### src/rtl/cache_switch_controller_if.sv
// Cache-switch handshake bundle between the EX/cache side and the switch controller.
// The pipeline/cache side is the master; the controller is the slave.
interface cache_switch_controller_if #(
    parameter int CACHE_ID_W = 2
);
    logic                  switch_req;
    logic [CACHE_ID_W-1:0] switch_id;
    logic                  icache_busy;
    logic                  dcache_busy;
    logic                  stall_pipeline;
    logic                  flush_if_id;
    logic [CACHE_ID_W-1:0] active_cache;
    logic                  switch_done;
    logic                  switch_err;
    logic [15:0]           switch_count;

    modport master (
        output switch_req, switch_id, icache_busy, dcache_busy,
        input  stall_pipeline, flush_if_id, active_cache, switch_done, switch_err, switch_count
    );

    modport slave (
        input  switch_req, switch_id, icache_busy, dcache_busy,
        output stall_pipeline, flush_if_id, active_cache, switch_done, switch_err, switch_count
    );
endinterface

### src/rtl/cache_switch_controller.sv
// Cache bank switch sequencer: stall, drain in-flight work, wait for both caches
// to go idle, retarget the active bank, then flush IF/ID.
//
// state      | meaning
// -----------+------------------------------------------------------------
// ST_IDLE    | no switch in progress; request/ID sampled here only
// ST_DRAIN   | pipeline stalled, counting down so EX/MEM/WB can retire
// ST_WAIT_MEM| stalled until icache and dcache are both sampled idle
// ST_SWITCH  | one cycle; active bank and switch count update on exit
// ST_RELEASE | one cycle; flush IF/ID and report completion
module cache_switch_controller #(
    parameter int NUM_CACHES   = 4,
    parameter int CACHE_ID_W   = 2,
    parameter int DRAIN_CYCLES = 3
) (
    input  logic                    clk,
    input  logic                    reset,
    cache_switch_controller_if.slave csw
);

    typedef enum logic [2:0] {
        ST_IDLE,
        ST_DRAIN,
        ST_WAIT_MEM,
        ST_SWITCH,
        ST_RELEASE
    } state_e;

    // One extra bit so the bank limit itself is representable.
    localparam logic [CACHE_ID_W:0] BANK_LIMIT = (CACHE_ID_W + 1)'(NUM_CACHES);
    localparam logic [3:0]          DRAIN_LOAD = 4'(DRAIN_CYCLES);

    state_e                state_q, state_d;
    logic [3:0]            drain_q, drain_d;
    logic [CACHE_ID_W-1:0] target_q, target_d;
    logic [CACHE_ID_W-1:0] active_cache_q, active_cache_d;
    logic [15:0]           switch_count_q, switch_count_d;
    logic                  stall_pipeline_q, stall_pipeline_d;
    logic                  flush_if_id_q, flush_if_id_d;
    logic                  switch_done_q, switch_done_d;
    logic                  switch_err_q, switch_err_d;

    logic id_invalid;
    assign id_invalid = {1'b0, csw.switch_id} >= BANK_LIMIT;

    // Next-state and registered-output computation; outputs follow the next state.
    always_comb begin
        state_d          = state_q;
        drain_d          = drain_q;
        target_d         = target_q;
        active_cache_d   = active_cache_q;
        switch_count_d   = switch_count_q;
        switch_done_d    = 1'b0;
        switch_err_d     = 1'b0;

        case (state_q)
            ST_IDLE: begin
                if (csw.switch_req) begin
                    if (id_invalid) begin
                        switch_err_d = 1'b1;
                    end else if (csw.switch_id == active_cache_q) begin
                        switch_done_d = 1'b1;
                    end else begin
                        target_d = csw.switch_id;
                        drain_d  = DRAIN_LOAD;
                        state_d  = ST_DRAIN;
                    end
                end
            end
            ST_DRAIN: begin
                drain_d = drain_q - 4'd1;
                if (drain_q == 4'd1) begin
                    state_d = ST_WAIT_MEM;
                end
            end
            ST_WAIT_MEM: begin
                if (!(csw.icache_busy || csw.dcache_busy)) begin
                    state_d = ST_SWITCH;
                end
            end
            ST_SWITCH: begin
                active_cache_d = target_q;
                switch_count_d = switch_count_q + 16'd1;
                state_d        = ST_RELEASE;
            end
            ST_RELEASE: begin
                state_d = ST_IDLE;
            end
            default: begin
                state_d = ST_IDLE;
            end
        endcase

        stall_pipeline_d = (state_d != ST_IDLE);
        flush_if_id_d    = (state_d == ST_RELEASE);
        if (state_d == ST_RELEASE) begin
            switch_done_d = 1'b1;
        end
    end

    // State and output registers; reset drops the stall and discards any pending target.
    always_ff @(posedge clk or negedge reset) begin
        if (!reset) begin
            state_q          <= ST_IDLE;
            drain_q          <= 4'd0;
            target_q         <= '0;
            active_cache_q   <= '0;
            switch_count_q   <= 16'd0;
            stall_pipeline_q <= 1'b0;
            flush_if_id_q    <= 1'b0;
            switch_done_q    <= 1'b0;
            switch_err_q     <= 1'b0;
        end else begin
            state_q          <= state_d;
            drain_q          <= drain_d;
            target_q         <= target_d;
            active_cache_q   <= active_cache_d;
            switch_count_q   <= switch_count_d;
            stall_pipeline_q <= stall_pipeline_d;
            flush_if_id_q    <= flush_if_id_d;
            switch_done_q    <= switch_done_d;
            switch_err_q     <= switch_err_d;
        end
    end

    assign csw.stall_pipeline = stall_pipeline_q;
    assign csw.flush_if_id    = flush_if_id_q;
    assign csw.active_cache   = active_cache_q;
    assign csw.switch_done    = switch_done_q;
    assign csw.switch_err     = switch_err_q;
    assign csw.switch_count   = switch_count_q;

endmodule
### src/flat_wrapper.sv
// flat-port wrapper written by rule: the top's interface ports become plain ports
module cache_switch_controller_flat 
#(
    parameter int NUM_CACHES   = 4,
    parameter int CACHE_ID_W   = 2,
    parameter int DRAIN_CYCLES = 3
)
  (clk, reset, csw_switch_req, csw_switch_id, csw_icache_busy, csw_dcache_busy, csw_stall_pipeline, csw_flush_if_id, csw_active_cache, csw_switch_done, csw_switch_err, csw_switch_count);
  cache_switch_controller_if #(.CACHE_ID_W(CACHE_ID_W)) csw_i ();
  input  logic clk;
  input  logic reset;
  input wire logic [$bits(csw_i.switch_req)-1:0] csw_switch_req;
  input wire logic [$bits(csw_i.switch_id)-1:0] csw_switch_id;
  input wire logic [$bits(csw_i.icache_busy)-1:0] csw_icache_busy;
  input wire logic [$bits(csw_i.dcache_busy)-1:0] csw_dcache_busy;
  output wire logic [$bits(csw_i.stall_pipeline)-1:0] csw_stall_pipeline;
  output wire logic [$bits(csw_i.flush_if_id)-1:0] csw_flush_if_id;
  output wire logic [$bits(csw_i.active_cache)-1:0] csw_active_cache;
  output wire logic [$bits(csw_i.switch_done)-1:0] csw_switch_done;
  output wire logic [$bits(csw_i.switch_err)-1:0] csw_switch_err;
  output wire logic [$bits(csw_i.switch_count)-1:0] csw_switch_count;
  assign csw_i.switch_req = csw_switch_req;
  assign csw_i.switch_id = csw_switch_id;
  assign csw_i.icache_busy = csw_icache_busy;
  assign csw_i.dcache_busy = csw_dcache_busy;
  assign csw_stall_pipeline = csw_i.stall_pipeline;
  assign csw_flush_if_id = csw_i.flush_if_id;
  assign csw_active_cache = csw_i.active_cache;
  assign csw_switch_done = csw_i.switch_done;
  assign csw_switch_err = csw_i.switch_err;
  assign csw_switch_count = csw_i.switch_count;
  cache_switch_controller #(.NUM_CACHES(NUM_CACHES), .CACHE_ID_W(CACHE_ID_W), .DRAIN_CYCLES(DRAIN_CYCLES)) u_core (.clk(clk), .reset(reset), .csw(csw_i));
endmodule
### config.mk
export PLATFORM = sky130hd
export DESIGN_NAME = cache_switch_controller_flat
export DESIGN_NICKNAME = d
export VERILOG_FILES = /design/src/rtl/cache_switch_controller_if.sv /design/src/rtl/cache_switch_controller.sv /design/src/flat_wrapper.sv
export SDC_FILE = /design/constraint.sdc
export NUM_CORES = 1
export LEC_CHECK = 0
export CORE_UTILIZATION = 35
export DETAILED_ROUTE_END_ITERATION = 12
export GPL_ROUTABILITY_DRIVEN = 0
export GPL_TIMING_DRIVEN = 0
export SYNTH_ARGS = -nofsm -noshare
export SYNTH_HDL_FRONTEND = slang
export SYNTH_SLANG_ARGS = --single-unit
### constraint.sdc
create_clock -name clk -period 1.3 [get_ports clk]
set_input_delay 0.26 -clock clk [delete_from_list [all_inputs] [get_ports clk]]
set_output_delay 0.26 -clock clk [all_outputs]
set_load 0.05 [all_outputs]
==> impl_metrics.tcl <==
set metrics [dict create \
    outcome "finished with violations" \
    violations "negative setup slack" \
    ys_types 31 \
    synth_top_area_share_pct 55.1 \
    p_total_mw 4.28 \
    post-route-drc-count 0 \
    grt.total_usage_pct 15.0 \
    numCtsBuffers 5 \
    worstPathArrival_ns 1.62 \
    r2r_cells 7 \
    start_util_pct 36.9 \
    end_kind "flop" \
    setup_slack_ns -0.144 \
    rsz0062_at_grt "yes" \
    dr.first_iter.drc_count 43 \
    critPathSlowestCell "dfrtp_1" \
    holdWs_ns 0.137 \
    preCtsSetupSlack_ns -0.708 \
    seq_area_um2 764 \
    required_ns 1.47 \
    powerDensity_nw_per_um2 2120 \
    antennaDiodeCount 0 \
    synthCells 117 \
    cts_root_buffer "clkbuf_8" \
    syn-cell-area_um2 1360 \
    power_leakage_nw 0.973 \
    num-fill-cells 334 \
    core_um2 3690 \
    period_share_pct 111 \
    portBuffers 27 \
    clock.fmax_mhz 692 \
    cts_tree "yes" \
    synth_area_per_cell_um2 11.6 \
    io_pins 29 \
    dr_total_vias 1041 \
    reg2reg_setup_slack_ns -0.14 \
    post-dp-hpwl_um 1670 \
    drt_pass1_iterations 4 \
    r2r_end "u_core.csw.switch_count[5]" \
    worstPathCellList "buf_6 > and3b_1 > buf_6 > and4_1 > buf_6 > buf_4 > xor2_1" \
    antenna_left 0 \
    worstSetupStartpoint "u_core.state_q[0]" \
    synth_top_area_cell "dfrtp_1" \
    cpMostUsedCell "buf_6" \
    cp_slowest_stage_delay_ns 0.37 \
    grt_max_degree 31 \
    drt-total-wl_um 2810 \
    hold_path_class "primary input to asynchronous set/reset pin" \
    htreeDepth 2 \
    grt_overflow 0 \
    clkLatencyLatePin_ns 0.28 \
    peakVddDrop_v 0.00119 \
    antenna_found_initial 0 \
    chipWidth_um 64.4 \
    ys_seq_area_share_pct 55.1 \
    grt_pass1_wl_um 4640 \
    path_max_fanout 7 \
    drive_gt1_share_pct 53.8 \
    area.growth.synth_to_final_pct 48.0 \
    r2r-start "u_core.state_q[0]" \
    final_cell_mix "buf_4, dfrtp_1, buf_2" \
    cts_buffer_depth 2 \
    wl_per_cell_um 12.7 \
    final_common_cell "buf_4" \
    die_h_um 64.4 \
    cap_violations 0 \
    via_per_inst 4.71 \
    crit_type "flop to flop" \
    synth_warnings 0 \
    ys_ff_latch 30 \
    synthTopCellsByArea "dfrtp_1, xnor2_1, mux2_2" \
    synth_nets 127 \
    period_minus_slack_ns 1.44 \
    tns_ns -1.76 \
    fin_skew_ns 0.00746 \
    worstSetupStartpointType "flop" \
    finalSetupViolCount 19 \
    ctsHoldBuffers 0 \
    cts.clk_slew.worst_paths_ns 0.06 \
    die_area_um2 4150 \
    clkSinkCount 30 \
    relSlewSlack_pct 50.2 \
    grt_pass1_vias 995 \
    tightest_slew_ns 0.747 \
    drv_slew 0 \
    num_rows 22 \
    hold_viol 0 \
    multiInputGateArea_um2 649 \
    nets 182 \
]
cell usage after synthesis:
cell type and count:
buf_2 1, conb_1 1, mux2i_1 1, ha_1 3, nand4_1 4, nand2b_1 1, o2bb2ai_1 1, a22o_1 1
a21oi_1 2, a32oi_1 1, nor3b_1 1, or3_1 1, nand3b_1 1, dfrtp_1 30, nand3_1 6, and3_1 3
and2_1 1, o32a_1 1, o21ai_0 5, buf_4 3, and3b_1 2, xor2_1 4, mux2_2 5, nand2_1 10
nor3_1 2, a211o_1 1, xnor2_1 13, nor2_1 3, buf_6 2, inv_1 4, and4_1 3
worst max-delay path: cells and delay by family (launching register included):
family                    cells  cell delay (ns)
xor gates and xnor gates      1             0.13
buffers and inverters         4             0.52
DFF                           1             0.37
and+or+nand+nor               2             0.32
per-layer routing:
metal,routed length (um),share of wire (%),up-vias,track usage (%)
met4,52,1.9,0,6.67
met5,0,0,-,0
met1,1240,44,505,19.9
met2,1410,50,18,22.1
li1,-,-,512,-
met3,107,3.8,6,5.00
state kept, by name, summed over array words and instances, names as in the netlist:
register / cells
u_core.csw.switch_count: 16
u_core.drain_q: 4
u_core.state_q: 3
u_core.csw.active_cache: 2
u_core.target_q: 2
u_core.csw.flush_if_id: 1
u_core.csw.stall_pipeline: 1
u_core.csw.switch_done: 1
worst max path at each step:
stage                                   to  cells past startpoint
2_1_floorplan  u_core.csw.switch_count[11]                      7
3_3_place_gp    u_core.csw.switch_count[3]                      1
3_5_place_dp    u_core.csw.switch_count[3]                      1
4_1_cts        u_core.csw.switch_count[11]                      7
5_1_grt        u_core.csw.switch_count[15]                      7
6_report        u_core.csw.switch_count[5]                      7
cells by family after synthesis:
family / synth area share, %
and+or+nand+nor: 15.4
buffers and inverters: 4.77
AOI/OAI and AO/OA: 5.88
DFF: 55.1
xor gates and xnor gates: 10.9
adders and majority gates: 2.76
muxes: 4.87
other: 0.275
layout make-up:
type | instances | area share (%)
inverters | 4 | 0.744
flip-flops and latches | 30 | 37.9
repair buffers | 49 | 18.1
multi-input cells | 77 | 32.2
plain buffers | 5 | 2.61
well taps | 48 | 2.98
clock buffers | 8 | 5.46
report_power, final:
| part | internal (mW) | switching (mW) | total, mW |
|---|---|---|---|
| Clock | 0.534 | 0.331 | 0.865 |
| Combinational | 0.937 | 1.08 | 2.02 |
| Sequential | 1.20 | 0.195 | 1.39 |
| Total | 2.67 | 1.61 | 4.28 |
stage by stage:
step                      util [%]  cell area (um2)  instances
after floorplan                  -             1400        117
after global placement        46.9             1730        192
after detailed placement      46.9             1730        192
after CTS                     52.1             1920        212
after global routing          54.7             2020        221
final                         54.7             2020        221
what timing repair did:
action	in CTS	in global routing
resized for setup	117	19
buffers inserted	12	10
setup endpoints to repair	72	29
pin swaps	11	9
Power figures use the tool's default switching activity.
